<file path="config.mk">
export PLATFORM = sky130hd
export DESIGN_NAME = seg_scan_ctrl
export DESIGN_NICKNAME = d
export VERILOG_FILES = /design/src/rtl/seg_scan_ctrl.sv
export SDC_FILE = /design/constraint.sdc
export NUM_CORES = 1
export LEC_CHECK = 0
export ABC_AREA = 1
export BUFFER_PORTS_ARGS = -buffer_cell sky130_fd_sc_hd__buf_2
export CAP_MARGIN = 25
export CORE_ASPECT_RATIO = 0.75
export CORE_UTILIZATION = 61
export CTS_CLUSTER_DIAMETER = 60
export DETAILED_ROUTE_END_ITERATION = 8
export PLACE_DENSITY_LB_ADDON = 0.3
export SLEW_MARGIN = 20
export SYNTH_ARGS = -nofsm -noshare
export SYNTH_HDL_FRONTEND = slang
export SYNTH_SLANG_ARGS = --single-unit
</file>
<file path="constraint.sdc">
create_clock -name clk -period 5.2 [get_ports clk]
set_input_delay 0.26 -clock clk [delete_from_list [all_inputs] [get_ports clk]]
set_output_delay 0.26 -clock clk [all_outputs]
set_load 0.1 [all_outputs]
</file>
<file path="src/rtl/seg_scan_ctrl.sv">
// Time-multiplexed scan controller for a multi-digit 7-segment display.
// Feeds one nibble per slot to the shared decoder, with dead-time, leading-zero blanking and frame-aligned loads.
module seg_scan_ctrl #(
    parameter int DIGITS = 4,
    parameter int DIV    = 1000,
    parameter int BLANK  = 8
) (
    input  logic                  clk,
    input  logic                  rst,
    input  logic                  load_valid,
    input  logic [4*DIGITS-1:0]   load_data,
    output logic                  load_ready,
    input  logic                  lz_en,
    output logic [4:0]            dig_code,
    output logic [DIGITS-1:0]     an_n,
    output logic                  frame_tick
);

    localparam int CW = (DIV > 1) ? $clog2(DIV) : 1;
    localparam int IW = (DIGITS > 1) ? $clog2(DIGITS) : 1;
    localparam logic [CW-1:0] CNT_MAX    = CW'(DIV - 1);
    localparam logic [CW-1:0] CNT_BLANK  = CW'(BLANK);
    localparam logic [IW-1:0] IDX_MAX    = IW'(DIGITS - 1);
    localparam logic [4:0]    CODE_BLANK = 5'h1F;

    logic [CW-1:0]         cnt, cnt_nxt;
    logic [IW-1:0]         idx, idx_nxt;
    logic [4*DIGITS-1:0]   shadow, shadow_nxt;
    logic [4*DIGITS-1:0]   pending;
    logic                  pending_full;
    logic                  wrap, boundary, accept;
    logic                  upper_zero, lz_blank, show;
    logic [3:0]            nib;
    logic [DIGITS-1:0]     an_n_nxt;
    logic [4:0]            dig_code_nxt;

    assign load_ready = ~pending_full;

    // Counter advance and frame-boundary shadow update.
    always_comb begin
        wrap       = (cnt == CNT_MAX);
        boundary   = wrap && (idx == IDX_MAX);
        accept     = load_valid && !pending_full;
        cnt_nxt    = wrap ? '0 : cnt + 1'b1;
        idx_nxt    = idx;
        if (wrap) begin
            idx_nxt = (idx == IDX_MAX) ? '0 : idx + 1'b1;
        end
        shadow_nxt = (boundary && pending_full) ? pending : shadow;
    end

    // Outputs are registered, so they are computed from the post-edge cnt/idx/shadow.
    always_comb begin
        // NOTE: every variable gets a default before any conditional write, so no latch is inferred.
        upper_zero = 1'b1;
        lz_blank   = 1'b0;
        nib        = 4'h0;
        for (int i = DIGITS - 1; i >= 0; i--) begin
            upper_zero = upper_zero && (shadow_nxt[4*i +: 4] == 4'h0);
            if (IW'(i) == idx_nxt) begin
                nib = shadow_nxt[4*i +: 4];
                if (i != 0) begin
                    lz_blank = lz_en && upper_zero;
                end
            end
        end
        show         = (cnt_nxt >= CNT_BLANK) && !lz_blank;
        an_n_nxt     = show ? ~(DIGITS'(1) << idx_nxt) : '1;
        dig_code_nxt = show ? {1'b0, nib} : CODE_BLANK;
    end

    always_ff @(posedge clk or posedge rst) begin
        if (rst) begin
            cnt          <= '0;
            idx          <= '0;
            shadow       <= '0;
            pending      <= '0;
            pending_full <= 1'b0;
            an_n         <= '1;
            dig_code     <= CODE_BLANK;
            frame_tick   <= 1'b0;
        end else begin
            // NOTE: sequential state uses non-blocking assignments so every flop samples pre-edge values.
            cnt        <= cnt_nxt;
            idx        <= idx_nxt;
            shadow     <= shadow_nxt;
            an_n       <= an_n_nxt;
            dig_code   <= dig_code_nxt;
            frame_tick <= boundary;
            if (accept) begin
                pending      <= load_data;
                pending_full <= 1'b1;
            end else if (boundary) begin
                pending_full <= 1'b0;
            end
        end
    end

endmodule

</file>
==> impl_metrics.yaml <==
worst_setup_path:
  cp-end-kind: "flop"
  arrival_ns: 2.36
  rr_worst_depth: 12
  slowest_delay_ns: 0.42
  start_kind: "flop"
  cp_data_required_time_ns: 5.43
  r2r_end: "an_n[2]$_DFF_PP1_"
  crit_type: "flop to flop"
  rr_startpoint: "cnt[0]$_DFF_PP0_"
  reg2reg_slack_ns: 3.07
  crit_path_top_delay_cell: "dfrtp_1"
  crit_chain: "ha_1, nand2_1, inv_2, nand3_2, nor2_4, nand2_1, nand2_2, inv_1, nor2_2, nand2_2, nand3_4, nand3_1"
  crit_start: "cnt[0]$_DFF_PP0_"
  cp_max_fo: 14
placed_design:
  place_congestion: 0.877
  numPortBuffers: 30
  place_inst: 355
  dpl_cell_area_mm2: 0.00273
  hpwl_mm: 3.58
  dpl_worst_slack_ns: 3.09
power_and_ir_drop:
  p_leak_nw: 1.55
  p_per_area_mw_per_mm2: 251
  peakVddDrop_uv: 238
cts:
  cts_resized: 0
  clock-root-buffer: "clkbuf_8"
  cts_buffers: 5
  htreeDepth: 2
  worstSkewPairLatency_ns: 0.31
  cts_tree: "done"
  clockBufferDepth: 2
  cts_hold_buf: 1
  clk_pin_slew_ns: 0.09
  clock_sinks: 55
  cts_setup_buffers: 0
synthesis:
  synth_top_area_share_pct: 45.4
  ys_ff_latch: 55
  synth.net_count: 300
  synth_cell_types: 29
  ys_top_cells_by_area: "dfrtp_1, dfstp_2, nand2_1"
  syn_inst: 278
  synth_edf_count: 0
  synth-async-reset-ratio_pct: 100
  synth.most_common_cell: "nand2_1"
  synthTopCellsByCount: "nand2_1, dfrtp_1, inv_1, nor2_1, nand3_1"
  yosys_warnings: 0
  syn-cell-area_mm2: 0.00254
  yosysTopAreaCell: "dfrtp_1"
  syn_area_per_cell_um2: 9.12
  ys_dominant_reg_cell: "dfrtp_1"
  yosysSeqAreaShare_pct: 54.7
grt:
  antenna_found_initial: 0
  grt_max_degree: 30
  grt_pass1_vias: 1750
  grt_use_total_pct: 24.4
  grt_pass1_wl_mm: 8.09
  grt-ovfl-total: 0
die:
  core-area_mm2: 0.00383
  dieArea_mm2: 0.00442
  start_util_pct: 66.3
  ios: 31
  rows: 19
  die_w_um: 76.5
  die_h_um: 57.8
detailed_routing:
  wl_mm: 4.75
  first_iter_violations: 113
  avgRoutedWirePerCell_um: 13.0
  ant_nets: 0
  firstDrtPassIters: 4
  drc: 0
  vias: 1875
  via_per_inst: 5.15
timing:
  rsz0062_at_grt: "false"
  hold_violations: 0
  tightest_slew_ns: 0.786
  slew_headroom_pct: 47.5
  fmax_ghz: 0.470
  post-route-period-util_pct: 40.9
  fin_crit_ns: 2.13
  fin_worst_skew_ns: 0.00903
  finalMaxSlewViolations: 0
  setup_tns_ns: 0
  setup_viol: 0
  setup_ws_ns: 3.07
final_layout:
  synthToLayoutAreaGrowth_pct: 11.8
  drive_gt1_share_pct: 26.6
  n_antenna_cell: 0
  layout.cells.non_filler: 364
  nNetsFinal: 333
  nFillCells: 288
  design_area_mm2: 0.00284
worst_hold_path:
  hold_depth: 2
  holdPathEnd: "pending[5]$_DFFE_PP0P_"
  min_from: "load_data[5]"
  worst_hold_path_type: "input pin to flop"
flow_run:
  cap_violations: 0
run_status:
  status: "finished, final reports clean"
## how the worst max path moves through the flow
| stage | end | slack, ns | cells after the start |
|---|---|---|---|
| global placement | dig_code[2]$_DFF_PP1_ | 3.16 | 13 |
| global route | dig_code[1]$_DFF_PP1_ | 2.80 | 13 |
| CTS | an_n[2]$_DFF_PP1_ | 3.07 | 12 |
| floorplan | pending[8]$_DFFE_PP0P_ | 3.18 | 4 |
| detailed placement | an_n[2]$_DFF_PP1_ | 3.09 | 12 |
| finish | an_n[2]$_DFF_PP1_ | 3.07 | 12 |
## registers in the layout (all words and copies together), names as in the netlist
signal,cells
an_n,4
idx,2
shadow,16
pending_full,1
cnt,10
dig_code,5
frame_tick,1
pending,16
## worst max-delay path: cells and delay by family (launching register included)
family                   cells  cell delay [ns]
adder cells (fa/ha/maj)      1             0.18
buffers and inverters        2             0.17
flip-flops                   1             0.42
AND/OR/NAND/NOR              9             1.28
## final cells by class
class	instances	area (um^2)	area share [%]
Sequential cell	55	1390	48.9
Multi-Input combinational cell	173	946	33.4
Timing Repair Buffer	32	180	6.35
Inverter	44	165	5.83
Clock buffer	5	68.8	2.43
Tap cell	52	65.1	2.29
Clock inverter	3	22.5	0.794
## cells by family (layout without fill, tap and decap cells)
kind of cell,count (synthesis),after routing,share of synthesized area (%)
AO/OA/AOI/OAI,20,20,4.29
XOR/XNOR,2,2,0.691
adder cells (fa/ha/maj),2,2,0.987
buffers and inverters,50,84,7.99
flip-flops,55,55,54.7
multiplexers,7,7,3.11
AND/OR/NAND/NOR,142,142,28.2
## routing by layer
metal / vias up / part of all wire [%] / global-route usage (%)
met5: - / 0 / 0
met4: 0 / 1.2 / 9.34
li1: 939 / - / -
met3: 7 / 4.5 / 5.04
met1: 885 / 50 / 35.2
met2: 44 / 45 / 37.2
## power breakdown
group / internal (mW) / switching [mW] / total [mW] / leakage [nW]
Sequential: 0.439 / 0.00549 / 0.444 / 0.674
Combinational: 0.0130 / 0.0171 / 0.0301 / 0.830
Clock: 0.0967 / 0.141 / 0.238 / 0.0485
Total: 0.548 / 0.164 / 0.712 / 1.55
## through the flow
| stage | hold WS, ns | power [mW] | util [%] |
|---|---|---|---|
| after CTS | 0.169 | 0.719 | 74.1 |
| after global routing | 0.162 | 0.742 | 74.1 |
| after floorplan | 0.398 | 0.466 | - |
| after global placement | 0.478 | 0.479 | 70.9 |
| after detailed placement | 0.341 | 0.482 | 71.4 |
| final | 0.178 | 0.712 | 74.1 |
## placed cells by master (no fill, tap or decap)
master and instances:
nand2_1 53, nand4_4 1, clkinv_4 1, buf_2 30
dlygate4sd3_1 1, nand3_2 2, nand3_4 1, o21ai_1 2
xor2_1 2, mux2_2 7, a21oi_1 9, o21ai_2 1
nand2_2 9, inv_6 1, nor2_4 3, nor2_1 31
nand4_1 11, dfstp_2 9, ha_1 2, o21ai_0 6
nor2_2 4, nor3_1 1, clkinv_2 1, dfrtp_1 46
nand3b_1 1, inv_2 4, o21bai_1 1, inv_1 40
nand2_4 2, buf_12 1, a21o_1 1, clkbuf_8 5
nand3_1 22, nand4_2 1
(Power assumes the default switching activity.)
